**config.mk**
```make
export PLATFORM = sky130hd
export DESIGN_NAME = fifo_dual
export DESIGN_NICKNAME = d
export VERILOG_FILES = /design/src/rtl/fifo_dual.sv
export SDC_FILE = /design/constraint.sdc
export NUM_CORES = 1
export LEC_CHECK = 0
export CAP_MARGIN = 20
export CORE_MARGIN = 2
export CORE_UTILIZATION = 45
export CTS_CLUSTER_DIAMETER = 60
export CTS_CLUSTER_SIZE = 16
export DETAILED_ROUTE_END_ITERATION = 16
export GPL_ROUTABILITY_DRIVEN = 0
export GPL_TIMING_DRIVEN = 0
export PLACE_DENSITY = 0.7
export RECOVER_POWER = 25
export SKIP_CTS_REPAIR_TIMING = 1
export SLEW_MARGIN = 10
export SYNTH_ARGS = -nofsm -noshare
export SYNTH_HDL_FRONTEND = slang
export SYNTH_SLANG_ARGS = --single-unit
```
**constraint.sdc**
```tcl
create_clock -name clk -period 6.4 [get_ports clk]
set_input_delay 1.92 -clock clk [delete_from_list [all_inputs] [get_ports clk]]
set_output_delay 1.92 -clock clk [all_outputs]
set_load 0.005 [all_outputs]
```
**src/rtl/fifo_dual.sv**
```systemverilog
// Dual-lane push/pop FIFO with all-or-nothing push and clamped pop.
// Optional sticky error flag enabled by FIFO_DUAL_ERR_EN.
module fifo_dual #(
  parameter int WIDTH        = 32,
  parameter int DEPTH        = 8,
  parameter int PTR_WIDTH    = 3,
  parameter int AFULL_THRESH = 6
) (
  input  logic                 clk,
  input  logic                 rst,
  input  logic                 flush,
  input  logic [1:0]           wNum,
  input  logic [WIDTH-1:0]     wData0,
  input  logic [WIDTH-1:0]     wData1,
  input  logic [1:0]           pop,
  output logic [WIDTH-1:0]     rData0,
  output logic [WIDTH-1:0]     rData1,
  output logic [PTR_WIDTH:0]   count,
  output logic                 isFull,
  output logic                 isEmpty,
  output logic                 almostFull,
  output logic                 wReady1,
  output logic                 wReady2
`ifdef FIFO_DUAL_ERR_EN
  ,
  output logic                 errFlag
`endif
);

  localparam int CW = PTR_WIDTH + 1;
  localparam logic [CW-1:0] DEPTH_C = CW'(DEPTH);
  localparam logic [CW-1:0] AFULL_C = CW'(AFULL_THRESH);

  logic [WIDTH-1:0]     ram [DEPTH];
  logic [CW-1:0]        wStat;
  logic [CW-1:0]        rStat;
  logic [CW-1:0]        freeSlots;
  logic [CW-1:0]        wReq;
  logic [CW-1:0]        popReq;
  logic [CW-1:0]        wAdv;
  logic [CW-1:0]        popNum;
  logic [PTR_WIDTH-1:0] wPtr;
  logic [PTR_WIDTH-1:0] wPtr1;
  logic [PTR_WIDTH-1:0] rPtr;
  logic [PTR_WIDTH-1:0] rPtr1;
  logic                 pushOk;

  // Acceptance uses occupancy before any same-cycle pop.
  always_comb begin
    count     = wStat - rStat;
    freeSlots = DEPTH_C - count;
    wReq      = (wNum == 2'd3) ? '0 : CW'(wNum);
    popReq    = (pop == 2'd3) ? '0 : CW'(pop);
    pushOk    = wReq <= freeSlots;
    wAdv      = pushOk ? wReq : '0;
    popNum    = (popReq > count) ? count : popReq;
  end

  assign isEmpty    = count == '0;
  assign isFull     = count == DEPTH_C;
  assign almostFull = count >= AFULL_C;
  assign wReady1    = freeSlots >= CW'(1);
  assign wReady2    = freeSlots >= CW'(2);

  assign wPtr  = wStat[PTR_WIDTH-1:0];
  assign rPtr  = rStat[PTR_WIDTH-1:0];
  assign wPtr1 = wPtr + PTR_WIDTH'(1);
  assign rPtr1 = rPtr + PTR_WIDTH'(1);

  assign rData0 = ram[rPtr];
  assign rData1 = ram[rPtr1];

  always_ff @(posedge clk or negedge rst) begin
    if (!rst) begin
      wStat <= '0;
      rStat <= '0;
    end else if (flush) begin
      wStat <= '0;
      rStat <= '0;
    end else begin
      wStat <= wStat + wAdv;
      rStat <= rStat + popNum;
    end
  end

  always_ff @(posedge clk) begin
    if (!flush) begin
      if (wAdv >= CW'(1)) ram[wPtr]  <= wData0;
      if (wAdv == CW'(2)) ram[wPtr1] <= wData1;
    end
  end

`ifdef FIFO_DUAL_ERR_EN
  logic errNow;

  assign errNow = (wNum == 2'd3) || (pop == 2'd3) ||
                  ((wReq != '0) && !pushOk) ||
                  (popReq > count);

  always_ff @(posedge clk or negedge rst) begin
    if (!rst)        errFlag <= 1'b0;
    else if (flush)  errFlag <= 1'b0;
    else if (errNow) errFlag <= 1'b1;
  end
`endif

endmodule

```
# After elaboration in Yosys (flattened, before gate mapping)
# Memories as Yosys holds them, arrays and structs flattened.
# Cells that the tools add are included.
[word_totals]
ff_bits = 8
mem_bits_rw = 256
in_bits = 71
output_inout_bits = 73
wordCells = 32
memories = 1
[classes]
n_addsub = 6
magnitude_cmp = 6
n_eq_ne = 4
mux = 12
n_reduce_logical = 1
[memory_table]
columns = ["memory", "depth", "word_bits", "rd", "rd_clocked_by_memory_dff", "write_ports", "line", "rtl"]
rows = [
  ["ram", 8, 32, 2, 0, 2, "34", "logic [WIDTH-1:0] ram [DEPTH];"],
]
[ops]
columns = ["operator", "count"]
rows = [
  ["$mux W4", 3],
  ["$add A3 B1 Y3 const B", 2],
  ["$eq A2 B2 Y1 const B", 3],
  ["$mux W1", 6],
  ["$mux W2", 3],
  ["$add A4 B2 Y4", 1],
  ["$add A4 B4 Y4", 1],
  ["$eq A4 B4 Y1 const B", 1],
  ["$ge A4 B1 Y1 const B", 1],
  ["$ge A4 B2 Y1 const B", 1],
  ["$ge A4 B3 Y1 const B", 1],
  ["$gt A2 B4 Y1", 1],
  ["$le A2 B4 Y1", 1],
  ["$logic_not A4 Y1", 1],
  ["$sub A4 B4 Y4", 1],
  ["$sub A4 B4 Y4 const A", 1],
  ["$ge A2 B1 Y1 const B", 1],
]

# Logic depth before layout (Yosys ltp)
# Gate-level depths: netlist of the first run.
[depth]
ltp_word = 8
mapped_depth = 15
ltp_nobuf = 14

# Worst setup path after synthesis of the first run
# No wires, ideal clock.
[synth_path]
path_kind = "reg2reg"
startpoint = "register rStat[1]"
endpoint = "memory ram[0][0] (enable)"
setup_time_ps = 421
arrival_time_ps = 4647
required_ps = 5979
setup_slack_ps = 1332
stages_incl_launch_ff = 12
n_path_buf = 3
period_less_slack_ps = 5068
path_cell_list = "dfrtp_1 -> buf_2 -> buf_1 -> inv_1 -> fa_1 -> ha_1 -> ha_1 -> a21oi_1 -> a211o_1 -> buf_4 -> nor2_1 -> nor2_1"
[synth_lines]
columns = ["element", "line", "rtl"]
rows = [
  ["start, declared", "36", "logic [CW-1:0] rStat;"],
  ["start signal, assigned", "82", "rStat <= rStat + popNum;"],
  ["end, declared", "34", ""],
]

# Worst setup path in the final report of the first run
[layout_path]
startpoint = "register rStat[2]"
endpoint = "output port wReady2"
[layout_via]
elab_chain_len = 3
[layout_lines]
columns = ["element", "line", "rtl"]
rows = [
  ["$sub A4 B4 Y4", "50", "count = wStat - rStat;"],
  ["$sub A4 B4 Y4", "51", "freeSlots = DEPTH_C - count;"],
  ["$ge A4 B2 Y1", "63", "assign wReady2 = freeSlots >= CW'(2);"],
  ["end, declared", "23", "output logic wReady2"],
]
# No other way between the ends.

==> metrics, run 1 <==
status completed; ys async rst share 0.0303; XOR/XNOR Fraction of Synth Area 0.00706; crit share post-route 0.929; setup violators final 0; Sink Count 264; final net count 1238; detailed-router iteration count before antenna repair 5; 1st-iter DRT viols 871; RSZ-0062 raised after global routing no; Worst path top cell family by delay buffers and inverters; critical path type flop to output pin; Static Leak 6.13 nW; Crit-path slowest cell clkbuf_1; DRT antenna net count 0; Rows 68; Core Util, Final 0.538; final wirelength 42700 um; initial antenna violation count 2; design area 0.0186 mm2; worst slew pin tran 1160 ps; share of cells above drive strength 1 0.198; Buf/Inv on CP 4; worst reg2reg endpoint ram[7][8]$_DFFE_PP_; CTS max path bufs 3; hpwl dp 28000 um; Residual DRC 0; Seq/Total Area, Yosys 0.500; IO Port Bufs 143; mux cell area share after synthesis 0.390; Hold Vio Cnt, Final 0; Core Box Area 0.0345 mm2; Setup crit end kind output pin; Clock Latency Late Sink 540 ps; Post-synth EDFFs 256; Max-cap violations 0; Max VDD drop 0.248 mV; most frequent cells after synthesis 256 x edfxtp_1, 256 x mux2_1, 128 x mux4_2; dpl cell area 0.0180 mm2; wire length of the first global-routing pass 64000 um; adder and majority cell fraction of the synthesized area 0.0181; cell area after synthesis 0.0158 mm2; largest family of logic cells by synthesized area multiplexers; Critical Path RT 4480 ps; Vias 9758; H-tree lvl count 1; IO Count 144; Clock Tree Root clkbuf_16; crit-path cells clkbuf_1 > inv_1 > clkbuf_1 > ha_1 > xor2_2 > nor3_1 > xor3_2 > nor2_1 > nand3b_1 > clkdlybuf4s50_1; #FFs+latches synth 264; Critical R2R Launch rStat[1]$_DFF_PN0_; max incr delay on CP 670 ps; Gate Count Post-Synth 965; final setup TNS 0 ps; clk_skew 14.1 ps; Die Wd 191 um; Max Freq 168 MHz; Die Area 0.0366 mm2; die height 191 um; Synth Warn # 0; Synth Area in Compound Gates 0.0164; minimum clock period after layout 5950 ps; WHS Endpoint rStat[3]$_DFF_PN0_; synth unique cells 35; Max FO, Critical Path 10; Slew Limit Fails 0; gr usage total 0.237; Area contributors post-synth edfxtp_1 49%, mux2_1 18%, mux4_2 18%; Slew HR 0.204; Vias/cell 6.03; dominant synthesized flop cell edfxtp_1; R2R setup slack 1070 ps; Wirelength per Cell 26.4 um; gr ovfl total 0; pin count of the biggest net entering global routing 19; HP Class flop to flop; Yosys top cell area share 0.487; Avg Synthesized Cell Area 16.3 um2; Worst EP arrival 4030 ps; hold path cells 2; CP startpoint kind flop; clock-pin transition on the worst setup and hold timing paths 60 ps; number of global-route vias before repair 10200; Initial Util 0.457; simple-gate share of the synthesized area 0.0378; pwr dens 430 mW/mm2; Hold Path Origin rStat[3]$_DFF_PN0_; Area Overhead vs Synth 17.8%; Reg2Reg Depth 11; Synth area leader edfxtp_1; CTS buffer count 24; CTS tree done; syn_nets 1057; Most Frequent Cell on Critical Path clkbuf_1
## final cells by class
cell class	instances	area, um2
clock buffers	27	643
diodes	2	5.00
fillers	2845	16000
plain buffers	63	265
flip-flops and latches	264	7890
inverters	12	45.0
repair buffers	156	1660
clock inverters	14	123
multi-input cells	625	7380
well taps	455	569
## cell families after synthesis
| group | count (synthesis) |
|---|---|
| buffers and inverters | 76 |
| adder cells (fa/ha/maj) | 21 |
| multiplexers | 419 |
| flip-flops | 264 |
| other | 1 |
| AO/OA/AOI/OAI | 29 |
| AND/OR/NAND/NOR | 145 |
| XOR/XNOR | 10 |
## state kept, by name, summed over array words and instances (netlist names)
name / count
rStat: 4
ram: 256
wStat: 4
## metrics by stage
stage	std cells	hold slack [ps]	worst slack, ps	total power [W]
after floorplan	965	525	1330	0.00486
after global placement	1563	547	-1200	0.00665
after detailed placement	1571	560	298	0.00679
after CTS	1612	575	-281	0.00825
after global routing	1618	612	327	0.00842
final	1618	574	452	0.00799
## layer usage
| metal | routed length, um | vias to the layer above | global-route usage |
|---|---|---|---|
| met3 | 2880 | 55 | 0.0417 |
| met2 | 21300 | 359 | 0.399 |
| met4 | 807 | 0 | 0.0621 |
| met1 | 17800 | 5103 | 0.320 |
| met5 | 0 | - | 0 |
| li1 | - | 4241 | - |
## worst max-delay path by stage
stage | start | slack, ps | cells after the start | endpoint
3_5_place_dp | rStat[1]$_DFF_PN0_ | 300 | 10 | wReady2
2_1_floorplan | rStat[1]$_DFF_PN0_ | 1330 | 11 | ram[0][0]$_DFFE_PP_
6_report | rStat[2]$_DFF_PN0_ | 450 | 10 | wReady2
5_1_grt | rStat[2]$_DFF_PN0_ | 330 | 10 | wReady1
4_1_cts | rStat[1]$_DFF_PN0_ | -280 | 10 | wReady2
3_3_place_gp | rStat[1]$_DFF_PN0_ | -1200 | 11 | ram[6][20]$_DFFE_PP_
## tightest hold or removal path, cell delays in order, from the launching register on
cell and delay [ps]:
dfrtp_1 370, xor2_1 90, nor2_1 80
## layout by cell type, fill, tap and decap left out, drive strengths merged, types with 3 or more instances in the layout
cell type      count
mux2             289
edfxtp           256
clkdlybuf4s50    141
mux4             128
nand2             99
clkbuf            73
buf               30
nor2              25
ha                18
inv               15
a21oi             12
o21ai             10
dfrtp              8
clkinv             7
nand2b             6
nor2b              5
xor2               5
xnor2              4
nand3b             3
nor3               3
or3                3
fa                 3
clkinvlp           3
## power by group
| group | leakage [nW] | internal (W) | switching [W] | total [W] |
|---|---|---|---|---|
| sequential | 2.42 | 0.00215 | 0.000101 | 0.00225 |
| clock | 0.368 | 0.000772 | 0.000675 | 0.00145 |
| combinational | 3.34 | 0.00221 | 0.00208 | 0.00429 |
| total | 6.13 | 0.00514 | 0.00285 | 0.00799 |
Power figures use the tool's default switching activity.
==> run 2, diff against run 1 <==
- CTS_BUF_LIST: unset -> sky130_fd_sc_hd__clkbuf_16
- clock period: 6.4 -> 7.65 ns (I/O delays scaled with it)
==> metrics, run 2 (synthesis results as in run 1) <==
status completed (unchanged); design area 0.0186 mm2 (about the same); Core Box Area 0.0345 mm2 (unchanged); Max VDD drop 0.204 mV (was 0.248 mV); H-tree lvl count 1 (unchanged); Critical R2R Launch rStat[1]$_DFF_PN0_ (unchanged); Clock Latency Late Sink 530 ps (was 540 ps); final wirelength 42600 um (was 42700 um); fillcell total 2846 (was 2845); DRT antenna net count 0 (unchanged); hold path cells 2 (unchanged); detailed-router iteration count before antenna repair 5 (unchanged); Static Leak 6.13 nW (about the same); Worst EP arrival 4330 ps (was 4030 ps); IO Port Bufs 143 (unchanged); setup ws final 1020 ps (was 452 ps); worst slew pin tran 1110 ps (was 1160 ps); Die Wd 191 um (unchanged); Vias 9691 (was 9758); critical path type flop to output pin (unchanged); pin count of the biggest net entering global routing 19 (unchanged); 1st-iter DRT viols 831 (was 871); Initial Util 0.457 (unchanged); clk_skew 13.1 ps (was 14.1 ps); setup violators final 0 (unchanged); CP startpoint kind flop (unchanged); post-placement cell count 1571 (unchanged); final net count 1239 (was 1238); pre-CTS setup slack 1170 ps (was 298 ps); number of global-route vias before repair 10200 (about the same); wire length of the first global-routing pass 64000 um (about the same); Residual DRC 0 (unchanged); dpl cell area 0.0180 mm2 (unchanged); hold_ws 575 ps (was 574 ps); Sink Count 264 (unchanged); Reg2Reg Depth 12 (was 11); Core Util, Final 0.538 (about the same); Slew HR 0.253 (was 0.204); minimum clock period after layout 6630 ps; RSZ-0062 raised after global routing no (unchanged); Setup crit end kind output pin (unchanged); gr ovfl total 0 (unchanged); die height 191 um (unchanged); Critical Path RT 5360 ps (was 4480 ps); pwr dens 360 mW/mm2 (was 430 mW/mm2); Max FO, Critical Path 10 (unchanged); Hold Vio Cnt, Final 0 (unchanged); hpwl dp 28000 um (unchanged); Die Area 0.0366 mm2 (unchanged); R2R setup slack 1770 ps (was 1070 ps); max reg flops 256 (unchanged); Slew Limit Fails 0 (unchanged); clock-pin transition on the worst setup and hold timing paths 70 ps (was 60 ps); most flop-heavy register ram (unchanged); Area Overhead vs Synth 17.8% (about the same); Wirelength per Cell 26.3 um (was 26.4 um); WHS Endpoint rStat[3]$_DFF_PN0_ (unchanged); IO Count 144 (unchanged); CTS max path bufs 3 (unchanged); initial antenna violation count 2 (unchanged); worst reg2reg endpoint ram[7][15]$_DFFE_PP_ (was ram[7][8]$_DFFE_PP_); Max-cap violations 0 (unchanged); Hold Path Origin rStat[3]$_DFF_PN0_ (unchanged); Rows 68 (unchanged); Vias/cell 5.99 (was 6.03); fin cells 1619 (was 1618); HP Class flop to flop (unchanged); CTS buffer count 24 (unchanged); Clock Tree Root clkbuf_16 (unchanged); biggest regs ram: 256 flops, rStat: 4 flops, wStat: 4 flops (unchanged); Max Freq 151 MHz; most frequent cells in the layout 256 x mux2_1, 256 x edfxtp_1, 141 x clkdlybuf4s50_1 (unchanged); gr usage total 0.237 (about the same); CTS tree done (unchanged); share of cells above drive strength 1 0.197 (was 0.198); crit share post-route 0.866
[run 2: final cells by class]
type	instances	area, um2	share of cell area
Multi-Input combinational cell	625	7390	0.398
Clock buffer	25	626	0.0337
Timing Repair Buffer	156	1660	0.0895
Inverter	12	45.0	0.00242
Clock inverter	16	130	0.00700
Antenna cell	2	5.00	0.000269
Buffer	64	268	0.0144
Tap cell	455	569	0.0306
Sequential cell	264	7890	0.425
[run 2: report_power, final]
| group | total (W) | internal [W] | switching (W) | leakage [nW] |
|---|---|---|---|---|
| registers | 0.00188 | 0.00180 | 0.0000836 | 2.42 |
| clock network | 0.00120 | 0.000635 | 0.000565 | 0.367 |
| logic | 0.00360 | 0.00186 | 0.00174 | 3.34 |
| total | 0.00668 | 0.00429 | 0.00239 | 6.13 |
[run 2: how the worst max path moves through the flow]
stage                  startpoint              endpoint  depth (start not counted)
6_report       rStat[1]$_DFF_PN0_               wReady2                         10
5_1_grt        rStat[1]$_DFF_PN0_               wReady2                         10
4_1_cts        rStat[1]$_DFF_PN0_               wReady2                         10
3_5_place_dp   rStat[1]$_DFF_PN0_               wReady2                         10
3_3_place_gp              wNum[0]  ram[6][20]$_DFFE_PP_                          9
2_1_floorplan             wNum[0]   ram[0][0]$_DFFE_PP_                          8
[run 2: routing by layer]
metal	track usage	part of all wire	up-vias	routed length, um
met2	0.399	0.50	330	21200
met4	0.0615	0.020	0	841
met3	0.0424	0.065	54	2790
li1	-	-	4237	-
met1	0.319	0.42	5070	17800
met5	0	0	-	0
[run 2: stage by stage]
step / total power, W / setup TNS, ps
5_1_grt: 0.00705 / 0
6_report: 0.00668 / 0
3_3_place_gp: 0.00556 / -82.9
3_5_place_dp: 0.00568 / 0
4_1_cts: 0.00688 / 0
2_1_floorplan: 0.00406 / 0
[run 2: worst max-delay path, stage by stage, from the launching register on]
cell and delay (ps):
dfrtp_1 420, clkbuf_1 580, clkbuf_1 540, inv_1 230, fa_1 730, inv_1 140, ha_1 240, xnor2_1 240
nor2_1 100, nand3b_1 90, clkdlybuf4s50_1 500
